**config.mk**
```make
export PLATFORM = sky130hd
export DESIGN_NAME = s4_preimage_gen
export DESIGN_NICKNAME = d
export VERILOG_FILES = /design/src/rtl/s4_preimage_gen.sv
export SDC_FILE = /design/constraint.sdc
export NUM_CORES = 1
export LEC_CHECK = 0
export CORE_MARGIN = 10
export CORE_UTILIZATION = 55
export CTS_CLUSTER_DIAMETER = 80
export CTS_CLUSTER_SIZE = 8
export DETAILED_ROUTE_END_ITERATION = 8
export PLACE_DENSITY = 0.78
export SETUP_SLACK_MARGIN = 0.02
export SLEW_MARGIN = 20
export SYNTH_ARGS = -nofsm -noshare
export SYNTH_HDL_FRONTEND = slang
export SYNTH_SLANG_ARGS = --single-unit
```
**constraint.sdc**
```tcl
create_clock -name clk -period 5.67 [get_ports clk]
set_input_delay 1.134 -clock clk [delete_from_list [all_inputs] [get_ports clk]]
set_output_delay 1.134 -clock clk [all_outputs]
set_load 0.005 [all_outputs]
```
**src/rtl/s4_preimage_gen.sv**
```systemverilog
`default_nettype none
// ---------------------------------------------------------------------------
// s4_preimage_gen : streams every 6-bit DES S4 input mapping to a target nibble
// Rev 1.0
// ---------------------------------------------------------------------------
module s4_preimage_gen #(
  parameter logic [3:0] ROW_MASK = 4'b1111
) (
  input  logic       clk,
  input  logic       rst,
  input  logic       in_valid,
  output logic       in_ready,
  input  logic [3:0] in_target,
  output logic       out_valid,
  input  logic       out_ready,
  output logic [5:0] out_data,
  output logic       out_last,
  output logic       busy
);

  typedef enum logic [1:0] {
    S_IDLE   = 2'd0,
    S_SEARCH = 2'd1,
    S_EMIT   = 2'd2
  } state_t;

  // Forward S4 table, {row3,row2,row1,row0}; each row packs column 15 in its top nibble.
  localparam logic [255:0] C_S4 = {
    64'hE27C_B549_8D1A_60F3,
    64'h4825_E31F_D7BC_096A,
    64'h9EA1_C274_30F6_5B8D,
    64'hF4CB_5821_A960_3ED7
  };

  state_t      state_q, state_d;
  logic [1:0]  row_q, row_d;
  logic [3:0]  col_q, col_d;
  logic [3:0]  target_q, target_d;
  logic [5:0]  out_data_q, out_data_d;
  logic        out_valid_q, out_valid_d;
  logic        out_last_q, out_last_d;
  logic [3:0]  w_s4_val;

  function automatic logic [1:0] first_row();
    logic [1:0] fr;
    fr = 2'd0;
    for (int i = 3; i >= 0; i--) begin
      if (ROW_MASK[i[1:0]]) fr = i[1:0];
    end
    return fr;
  endfunction

  function automatic logic [1:0] next_row(input logic [1:0] r);
    logic [1:0] nr;
    nr = r;
    for (int i = 3; i >= 0; i--) begin
      if (ROW_MASK[i[1:0]] && (i > int'(r))) nr = i[1:0];
    end
    return nr;
  endfunction

  function automatic logic has_higher(input logic [1:0] r);
    logic h;
    h = 1'b0;
    for (int i = 0; i < 4; i++) begin
      if (ROW_MASK[i[1:0]] && (i > int'(r))) h = 1'b1;
    end
    return h;
  endfunction

  assign w_s4_val = C_S4[{row_q, col_q, 2'b00} +: 4];

  always_comb begin
    state_d     = state_q;
    row_d       = row_q;
    col_d       = col_q;
    target_d    = target_q;
    out_data_d  = out_data_q;
    out_valid_d = out_valid_q;
    out_last_d  = out_last_q;
    case (state_q)
      S_IDLE: begin
        if (in_valid) begin
          target_d = in_target;
          col_d    = 4'd0;
          row_d    = first_row();
          state_d  = S_SEARCH;
        end
      end
      S_SEARCH: begin
        // Each row is a permutation, so a match arrives no later than column 15.
        if (w_s4_val == target_q) begin
          out_data_d  = {row_q[1], col_q, row_q[0]};
          out_valid_d = 1'b1;
          out_last_d  = ~has_higher(row_q);
          state_d     = S_EMIT;
        end else begin
          col_d = col_q + 4'd1;
        end
      end
      S_EMIT: begin
        if (out_ready) begin
          out_valid_d = 1'b0;
          out_last_d  = 1'b0;
          if (out_last_q) begin
            state_d = S_IDLE;
          end else begin
            row_d   = next_row(row_q);
            col_d   = 4'd0;
            state_d = S_SEARCH;
          end
        end
      end
      default: state_d = S_IDLE;
    endcase
  end

  always_ff @(posedge clk) begin
    if (rst) begin
      state_q     <= S_IDLE;
      row_q       <= 2'd0;
      col_q       <= 4'd0;
      target_q    <= 4'd0;
      out_data_q  <= 6'd0;
      out_valid_q <= 1'b0;
      out_last_q  <= 1'b0;
    end else begin
      state_q     <= state_d;
      row_q       <= row_d;
      col_q       <= col_d;
      target_q    <= target_d;
      out_data_q  <= out_data_d;
      out_valid_q <= out_valid_d;
      out_last_q  <= out_last_d;
    end
  end

  assign in_ready  = (state_q == S_IDLE);
  assign busy      = (state_q != S_IDLE);
  assign out_valid = out_valid_q;
  assign out_data  = out_data_q;
  assign out_last  = out_last_q;

endmodule
`default_nettype wire
```
==> impl_results.md <==
- Fmax: 309 MHz
- Max cap viols: 0
- Setup_tns: 0 ps
- Routed metal-1 wirelength: slightly above 2 mm
- R2R setup slack: ~2400 ps
- Crit path launch type: flip-flop
- Die X: about 76 µm
- Grt ovf: 0
- Ant. Diodes: 0
- Register bit count reported by yosys: 20
- Synth top area cells: dfxtp_1, ha_1, nand3_1
- Final period util: roughly 57%
- Crit-path max cell delay: 630 ps
- Final nets: between 200 and 250
- Starting Density: 57.1%
- Post-synth top area share: between 20% and 30%
- Min-delay src: out_data[1]
- Post-synth top flop: dfxtp_1
- Pin slew with the least headroom to its limit: ~850 ps
- Routability Congestion: between 0.9 and 1
- Clock slew at reported path FFs: 120 ps
- Worst Path Max Fanout: 14
- Status: finished clean
- Cell Area, Synth: ~1700 µm²
- Cell variety after synth: just under 60
- Post-synth EDFFs: 0
- RR Endpoint: state_q[0]
- P_sw: between 0.00008 and 0.00009 W
- Largest net degree at the start of global routing: 26
- Crit-path cells: inv_1 > ha_1 > nand2b_1 > o311ai_1 > nand3_1 > or4b_1 > and4_1 > and2_4 > a211oi_1
- Leading area contributor after synthesis: dfxtp_1
- Initial antenna violation count: 0
- Internal power: 0.000242 W
- Die ar.: about 5800 µm²
- CP required: between 5000 and 6000 ps
- CTS Sinks: 20
- Area grow syn2layout: 10.4%
- Clk buf depth: 2
- Slew HR: a little over two fifths
- Hold Buf Count CTS: 0
- HPWL after detailed placement: 3.44 mm
- CTS tree: yes
- Setup CP Type: reg2reg
- Met3 Wirelength: 279 µm
- WHS Path Cells: 2
- Wire length per cell: about 17 µm
- Leak: about 0.67 nW
- Worst r2r path cells: 9
- Switch share: 26.4%
- Post-DRT Antenna Nets: 0
- Port bufs: 17
- Post-Syn Nets: roughly 230
- Clock skew: just over 10 ps
- Share of cells above drive strength 1: under 10%
- Total track usage: between 10% and 20%
- PwrDens: ~170 nW/µm²
- Starting DRT DRC Count: approximately 150
- Via density: between 6 and 7
- H-tree depth: 1
- Clock root cell: clkbuf_4
- Final Hold Fails: 0
- FILL cells: between 200 and 300
- Critical path capture point type: flip-flop
- WHS Endpoint: out_data[1]
- Endpoints failing setup: 0
- Vias: 1,670
- Max rail drop VDD: roughly 0.14 mV
- Hold WC Path Type: reg2reg
- Comb power frac: between 10% and 20%
- Worst hold slack: slightly below 500 ps
- Vias in the first global route: approximately 1.7k
- Asr flop ratio synth: 0%
- Clk_lat worst skew: approximately 310 ps
- Post-CTS sizing: 0
- Min Tclk post-route: 3230 ps
- Rows: 20
- Met2 Wirelength: roughly 2.2 mm
- Final wirelength: 4.64 mm
- DR top layer: met4
- Global-route wire length before repair: slightly below 8 mm
- Register Area: approximately 400 µm²
- CTS buffer count: 3
- Post-CTS Repair Setup Buffers: 0
- Crit path DAT: around 3500 ps
- Mapped Avg Cell Area: about 8 µm²
- FF-to-FF Start: col_q[0]
- Critical path's slowest cell: dfxtp_1
- Core Box Area: about 3000 µm²
- Slew Limit Fails: 0
- Warnings from Yosys: 0
- Footprint of the multi-input gates: between 1000 and 1500 µm²
- Unrepaired setup endpoints after global routing: false
- DRC: 0
- Post-synthesis sequential area ratio: around 23%
- Synthesized instance count: 217
- Sequential share of power: between 40% and 50%
- Die height: 76.3 µm
- Pre-antenna DRT Iters: 4
- I/O Pins: 18
- Clk pwr share: a little over a third
kinds of logic after synthesis:
kind of cell | count (synthesis) | share of synthesized area, %
flops | 20 | 23.0
simple gates | 91 | 28.1
mux | 10 | 7.25
buf+inv | 26 | 7.90
fa+ha+maj | 8 | 5.74
compound gates | 62 | 28.0
Yosys cell counts, drive strengths merged, types with 8 or more instances:
cell,count
nor2,15
dfxtp,20
a21oi,15
nand3,18
buf,10
ha,8
inv,9
nand2b,9
nand2,14
nor2b,9
cell type report:
type	instances	share of cell area (%)
Inverter	9	1.76
Sequential cell	20	20.8
Clock buffer	3	1.17
Tap cell	44	2.86
Multi-Input combinational cell	171	62.6
Timing Repair Buffer	18	9.23
Clock inverter	1	1.56
metal layers:
metal | up-vias | global-route usage [%]
met4 | 0 | 6.88
met5 | - | 0
met2 | 57 | 25.3
met1 | 785 | 18.7
met3 | 14 | 3.30
li1 | 814 | -
state kept, by name, summed over array words and instances (netlist names):
| signal | flops |
|---|---|
| col_q | 4 |
| out_last | 1 |
| out_valid | 1 |
| out_data | 6 |
| target_q | 4 |
| row_q | 2 |
| state_q | 2 |
cell usage in the layout (no fill, tap or decap), types with 2 or more instances in the layout:
master           Yosys  routed
o211a_1              2       2
and3_1               2       2
clkdlybuf4s50_1      0      17
nand2b_1             9       9
or2_1                2       2
o2111ai_1            2       2
a21oi_1             14      14
dfxtp_1             20      20
a211o_1              2       2
nor2b_1              9       9
clkbuf_4             0       3
o2111ai_2            2       2
ha_1                 8       8
o21ai_0              6       6
o211ai_1             7       7
inv_1                8       8
a21o_1               2       2
and2_1               3       3
a31oi_1              3       3
nor3_1               3       3
nand4_1              3       3
nand2_1             14      14
mux2i_1              7       7
mux4_2               2       2
nor2_1              15      15
nand3b_1             3       3
a32oi_1              3       3
o311ai_1             3       3
nand3_1             18      18
critical path, delay by kind of cell (launching register included):
kind,cells,cell delay (ps)
DFF,1,630
buffers and inverters,1,240
AOI/OAI and AO/OA,2,350
adders and majority gates,1,480
and+or+nand+nor,5,1450
stage by stage:
stage | utilization (%) | total power [W] | cells | setup slack, ps | cell area (µm²)
detailed placement | 61.3 | 0.000212 | 262 | 2520 | 1870
finish | 63.0 | 0.000328 | 266 | 2440 | 1920
CTS | 63.0 | 0.000328 | 266 | 2480 | 1920
global route | 63.0 | 0.000343 | 266 | 2140 | 1920
floorplan | - | 0.000194 | 217 | 2820 | 1740
global placement | 61.3 | 0.000210 | 262 | 2710 | 1870
power groups by stage:
stage | Clock (W) | Sequential, W | Combinational [W]
4_1_cts | 0.000118 | 0.000150 | 0.0000601
3_3_place_gp | 0 | 0.000152 | 0.0000582
3_5_place_dp | 0 | 0.000153 | 0.0000597
5_1_grt | 0.000125 | 0.000150 | 0.0000673
2_1_floorplan | 0 | 0.000149 | 0.0000456
6_report | 0.000118 | 0.000150 | 0.0000610
how the worst max path moves through the flow:
| stage | from | to | slack, ps | cells past startpoint |
|---|---|---|---|---|
| global placement | col_q[0] | state_q[0] | 2710 | 9 |
| finish | col_q[0] | state_q[0] | 2440 | 9 |
| detailed placement | col_q[0] | out_last | 2520 | 8 |
| global route | col_q[0] | state_q[0] | 2140 | 9 |
| CTS | col_q[0] | out_last | 2480 | 8 |
| floorplan | col_q[0] | out_last | 2820 | 9 |
Note: power is estimated with default switching activity, not from simulation.
